$ cat src/rtl/inst_fetch.sv
// Instruction fetch stage: single-outstanding-request bus master feeding one
// instruction at a time to decode, with delay-slot jump handling and exception redirect.
module inst_fetch #(
    parameter logic [31:0] RESET_PC = 32'hBFC00000
) (
    input  logic        clk,
    input  logic        rst_n,
    input  logic        id_ready,
    input  logic        is_jump,
    input  logic [31:0] jump_pc,
    input  logic        exc_en,
    input  logic [31:0] exc_pc,
    output logic        mem_req,
    output logic [31:0] mem_addr,
    input  logic        mem_ack,
    input  logic [31:0] mem_rdata,
    output logic        inst_valid,
    output logic [31:0] inst,
    output logic [31:0] next_pc,
    output logic        fetch_err,
    output logic [31:0] err_addr
);

    typedef enum logic [1:0] {
        S_REQ   = 2'd0,
        S_VALID = 2'd1,
        S_DRAIN = 2'd2,
        S_ERR   = 2'd3
    } state_e;

    state_e      state_q, state_d;
    logic [31:0] fetch_pc_q, fetch_pc_d;
    logic        pending_q, pending_d;
    logic [31:0] pending_pc_q, pending_pc_d;
    logic        inst_valid_q, inst_valid_d;
    logic [31:0] inst_q, inst_d;
    logic [31:0] next_pc_q, next_pc_d;
    logic        fetch_err_q, fetch_err_d;
    logic [31:0] err_addr_q, err_addr_d;

    logic        aligned;
    logic        handover;
    logic [31:0] fetch_pc_inc;

    assign aligned      = (fetch_pc_q[1:0] == 2'b00);
    assign handover     = inst_valid_q && id_ready;
    assign fetch_pc_inc = fetch_pc_q + 32'd4;

    // Gated by rst_n so no request leaks out while reset is held.
    assign mem_req    = rst_n && (state_q == S_REQ) && aligned;
    assign mem_addr   = fetch_pc_q;
    assign inst_valid = inst_valid_q;
    assign inst       = inst_q;
    assign next_pc    = next_pc_q;
    assign fetch_err  = fetch_err_q;
    assign err_addr   = err_addr_q;

    always_comb begin
        state_d      = state_q;
        fetch_pc_d   = fetch_pc_q;
        pending_d    = pending_q;
        pending_pc_d = pending_pc_q;
        inst_valid_d = inst_valid_q;
        inst_d       = inst_q;
        next_pc_d    = next_pc_q;
        fetch_err_d  = fetch_err_q;
        err_addr_d   = err_addr_q;

        case (state_q)
            S_REQ: begin
                if (exc_en) begin
                    // An issued but unacked request must be drained before refetching.
                    state_d = (aligned && !mem_ack) ? S_DRAIN : S_REQ;
                end else if (!aligned) begin
                    fetch_err_d = 1'b1;
                    err_addr_d  = fetch_pc_q;
                    state_d     = S_ERR;
                end else if (mem_ack) begin
                    inst_d       = mem_rdata;
                    next_pc_d    = fetch_pc_inc;
                    inst_valid_d = 1'b1;
                    state_d      = S_VALID;
                    fetch_pc_d   = pending_q ? pending_pc_q : fetch_pc_inc;
                    pending_d    = 1'b0;
                end
            end
            S_VALID: begin
                if (exc_en) begin
                    state_d = S_REQ;
                end else if (handover) begin
                    inst_valid_d = 1'b0;
                    state_d      = S_REQ;
                    if (is_jump) begin
                        pending_d    = 1'b1;
                        pending_pc_d = jump_pc;
                    end
                end
            end
            S_DRAIN: begin
                if (mem_ack) begin
                    state_d = S_REQ;
                end
            end
            S_ERR: begin
                if (exc_en) begin
                    state_d = S_REQ;
                end
            end
            default: state_d = S_REQ;
        endcase

        // Redirect wins over everything else computed above.
        if (exc_en) begin
            fetch_pc_d   = exc_pc;
            pending_d    = 1'b0;
            inst_valid_d = 1'b0;
            fetch_err_d  = 1'b0;
        end
    end

    always_ff @(posedge clk or negedge rst_n) begin
        if (!rst_n) begin
            state_q      <= S_REQ;
            fetch_pc_q   <= RESET_PC;
            pending_q    <= 1'b0;
            pending_pc_q <= 32'd0;
            inst_valid_q <= 1'b0;
            inst_q       <= 32'd0;
            next_pc_q    <= 32'd0;
            fetch_err_q  <= 1'b0;
            err_addr_q   <= 32'd0;
        end else begin
            state_q      <= state_d;
            fetch_pc_q   <= fetch_pc_d;
            pending_q    <= pending_d;
            pending_pc_q <= pending_pc_d;
            inst_valid_q <= inst_valid_d;
            inst_q       <= inst_d;
            next_pc_q    <= next_pc_d;
            fetch_err_q  <= fetch_err_d;
            err_addr_q   <= err_addr_d;
        end
    end

endmodule

$ cat config.mk
export PLATFORM = sky130hd
export DESIGN_NAME = inst_fetch
export DESIGN_NICKNAME = d
export VERILOG_FILES = /design/src/rtl/inst_fetch.sv
export SDC_FILE = /design/constraint.sdc
export NUM_CORES = 1
export LEC_CHECK = 0
export ABC_AREA = 1
export BUFFER_PORTS_ARGS = -buffer_cell sky130_fd_sc_hd__buf_2
export CORE_ASPECT_RATIO = 1.1
export CORE_MARGIN = 2
export CORE_UTILIZATION = 25
export DETAILED_ROUTE_END_ITERATION = 12
export GPL_TIMING_DRIVEN = 0
export PLACE_DENSITY_LB_ADDON = 0.12
export RECOVER_POWER = 100
export SLEW_MARGIN = 25
export SYNTH_ARGS = -nofsm -noshare
export SYNTH_HDL_FRONTEND = slang
export SYNTH_SLANG_ARGS = --single-unit
export TNS_END_PERCENT = 100
$ cat constraint.sdc
create_clock -name clk -period 1.8 [get_ports clk]
set_input_delay 0.18 -clock clk [delete_from_list [all_inputs] [get_ports clk]]
set_output_delay 0.18 -clock clk [all_outputs]
set_load 0.01 [all_outputs]
==> results.json <==
{
  "outcome": "finished, final reports clean",
  "avgSynthCellArea_um2": 8.23,
  "ctsHtreeMaxLevel": 4,
  "drtIter0Drc": 400,
  "clk-insertion-delay-late_ns": 0.44,
  "vias_per_cell": 4.26,
  "rsz0062_at_grt": "no",
  "crit_path_frequent_cell": "nand2_1",
  "yosysWarnings": 0,
  "worst_pin_slew_ns": 1.16,
  "tns_ns": 0,
  "switching_share_pct": 37.3,
  "root_buffer": "clkbuf_16",
  "yosysSeqAreaShare_pct": 53.9,
  "yosysTopAreaCell": "dfrtp_1",
  "maxSlewViolCount": 0,
  "critPathArrivalTime_ns": 2.07,
  "globalplace.congestion": 0.833,
  "routedWlPerCell_um": 17.0,
  "fin_crit_ns": 1.70,
  "areaGrowthSynthToFinish_pct": 39.4,
  "drt_pre_antenna_iters": 4,
  "grt_pass1_vias": 7130,
  "relSlewSlack_pct": 22.5,
  "fin_crit_sh_pct": 94.3,
  "power_mw": 14.1,
  "layout-drive-gt1-share_pct": 20.2,
  "dp_hpwl_um": 21400,
  "syn_nets": 1037,
  "io_buffers": 232,
  "seqPwrFrac_pct": 41.6,
  "p_int_mw": 8.82,
  "p_switching_mw": 5.24,
  "yosys.area_share.simple_pct": 25.7,
  "synthMuxAreaShare_pct": 2.64,
  "die_h_um": 188,
  "p_comb_share_pct": 30.1,
  "synth_compound_area_share_pct": 9.95,
  "clock_path_buffers": 2,
  "io_pins": 233,
  "cp-end-kind": "register",
  "synth_cell_types": 35,
  "setup_slack_ns": 0.102,
  "slowest_delay_ns": 0.44,
  "netlist_top_cells_count": "352 x nand2_1, 156 x dfrtp_1, 90 x nor2_1, 63 x inv_1, 57 x o21ai_0",
  "cap_viol_max_count": 0,
  "min_path_type": "input port to register",
  "fillers": 3357,
  "dp_slack_ns": -0.108,
  "cts_made_buffers": 17,
  "cp_max_fo": 10,
  "dieArea_um2": 32200,
  "setup_viol": 0,
  "clock-skew-final_ns": 0.0131,
  "start_util_pct": 25.3,
  "cp-start-kind": "register",
  "cts_sinks": 165,
  "pwr-share-clk_pct": 28.3,
  "synthCells": 934,
  "ant_nets": 0,
  "path_clk_slew_ns": 0.07,
  "post-synth-top-count-cell": "nand2_1",
  "p_leak_nw": 5.25,
  "die_width_um": 171,
  "synth_area_leaders": "dfrtp_1 51%, nand2_1 17%, nor2_1 4.4%",
  "drcViolationCount": 0,
  "synthFlopType": "dfrtp_1",
  "async_reset_ff_share_pct": 100,
  "totalWireLength_um": 28700,
  "ir_worst_vdd_v": 0.000573,
  "clock.fmax_ghz": 0.589,
  "synth_edf_count": 0,
  "synth_fa_ha_area_share_pct": 0.163,
  "postPlaceCellArea_um2": 9430,
  "num_rows": 67,
  "layout.nets": 1363,
  "grt_pass1_wl_um": 42500,
  "core_um2": 30300,
  "vias": 7191,
  "antenna_cells": 0,
  "syn_area_um2": 7680,
  "synth_top_family_by_area": "simple AND/OR/NAND/NOR gates",
  "track_usage_pct": 17.7,
  "gr-total-overflow": 0,
  "crit_chain": "nor2_4 > nand2_4 > nor2_8 > inv_2 > clkbuf_4 > a21oi_2 > nand2_1 > nand2_1",
  "synth-seq-cells": 165,
  "required_ns": 2.17,
  "tritoncts": "built",
  "hold_viol": 0,
  "netlist.area_leader.share_pct": 50.8,
  "antenna_found_initial": 1,
  "stdcell_area_um2": 10700,
  "power_density_nw_per_um2": 1310,
  "path_buf_inv": 2,
  "crit_family": "simple AND/OR/NAND/NOR gates",
  "grt_max_degree": 67,
  "cp_slowest_cell": "dfrtp_2",
  "critPathKind": "register to register",
  "synth-xor-area-share_pct": 0.912
}
timing repair:
item / in CTS / in global routing
pin swaps: 0 / 3
endpoints found under the setup margin: 25 / 71
hold buffers: 68 / 0
setup buffers: 0 / 4
gates resized for setup: 11 / 40
endpoints found under the hold margin: 109 / 0
cloned: 0 / 1
worst paths after layout:
path,start,end,slack (ns),cells after the start
min in group asynchronous,rst_n,next_pc[12]$_DFFE_PN0P_,0.30,3
worst min register to register,inst[29]$_DFFE_PN0P_,inst[29]$_DFFE_PN0P_,0.47,2
worst max register to register,mem_addr[1]$_DFFE_PN0P_,mem_addr[30]$_DFFE_PN0P_,0.10,8
worst min-delay path,exc_pc[19],mem_addr[19]$_DFFE_PN0P_,0.14,5
worst max-delay path,mem_addr[1]$_DFFE_PN0P_,mem_addr[30]$_DFFE_PN0P_,0.10,8
max in group asynchronous,rst_n,mem_addr[4]$_DFFE_PN0P_,0.32,4
flip-flops by register name, summed over array words and instances (netlist names):
register and count:
state_q 2, fetch_err 1, inst 32, next_pc 32, pending_pc_q 32, inst_valid 1
pending_q 1, mem_addr 32, err_addr 32
worst reg2reg max path, delay by kind of cell (launching register included):
kind                   cells  cell delay [ns]
and+or+nand+nor            5             0.64
DFF                        1             0.44
buffers and inverters      2             0.28
AOI/OAI and AO/OA          1             0.27
cell type report:
class	instances	area, µm²	share of cell area (%)
clock inverter	12	165	1.54
buffer	41	256	2.39
inverter	69	259	2.42
tap	414	518	4.84
sequential	165	4140	38.7
multi-input combinational	659	3140	29.3
clock buffer	20	467	4.36
timing repair buffer	307	1760	16.5
power by group through the flow:
stage / sequential [mW] / clock (mW) / combinational [mW]
after floorplan: 6.32 / 0 / 1.68
after global placement: 5.84 / 0 / 4.39
after detailed placement: 5.88 / 0 / 4.42
after CTS: 5.82 / 4.10 / 4.55
after global routing: 6.01 / 4.24 / 4.77
final: 5.85 / 3.98 / 4.23
cells in the final DEF (no fill, tap or decap), drive strengths merged:
master	instances
nand2	355
clkbuf	164
dfrtp	156
buf	137
nor2	95
inv	73
dlygate4sd3	67
o21ai	60
a21oi	57
nand3	41
mux2	18
a31oi	11
dfstp	9
xor2	8
o22ai	3
bufinv	3
clkinv	3
o211ai	2
clkinvlp	2
nor3	2
nand4	1
a22o	1
o31ai	1
nor3b	1
a211oi	1
o21bai	1
ha	1
routing by layer:
| layer | vias up | track usage, % | part of all wire (%) |
|---|---|---|---|
| met5 | - | 0 | 0.045 |
| met4 | 2 | 4.95 | 1.5 |
| met3 | 24 | 4.14 | 5.0 |
| met2 | 182 | 28.2 | 46 |
| met1 | 3353 | 24.1 | 48 |
| li1 | 3630 | - | - |
metrics by stage:
| stage | std cells | hold slack (ns) | utilization, % |
|---|---|---|---|
| CTS | 1682 | 0.102 | 35.5 |
| global route | 1687 | 0.127 | 35.3 |
| global placement | 1580 | 0.386 | 30.9 |
| detailed placement | 1582 | 0.103 | 31.1 |
| floorplan | 934 | -0.116 | - |
| finish | 1687 | 0.138 | 35.3 |
cell families after synthesis:
kind of cell,after synthesis
simple gates,495
flops,165
compound gates,137
buf+inv,110
mux,18
xor+xnor,8
fa+ha+maj,1
(Power assumes the default switching activity.)
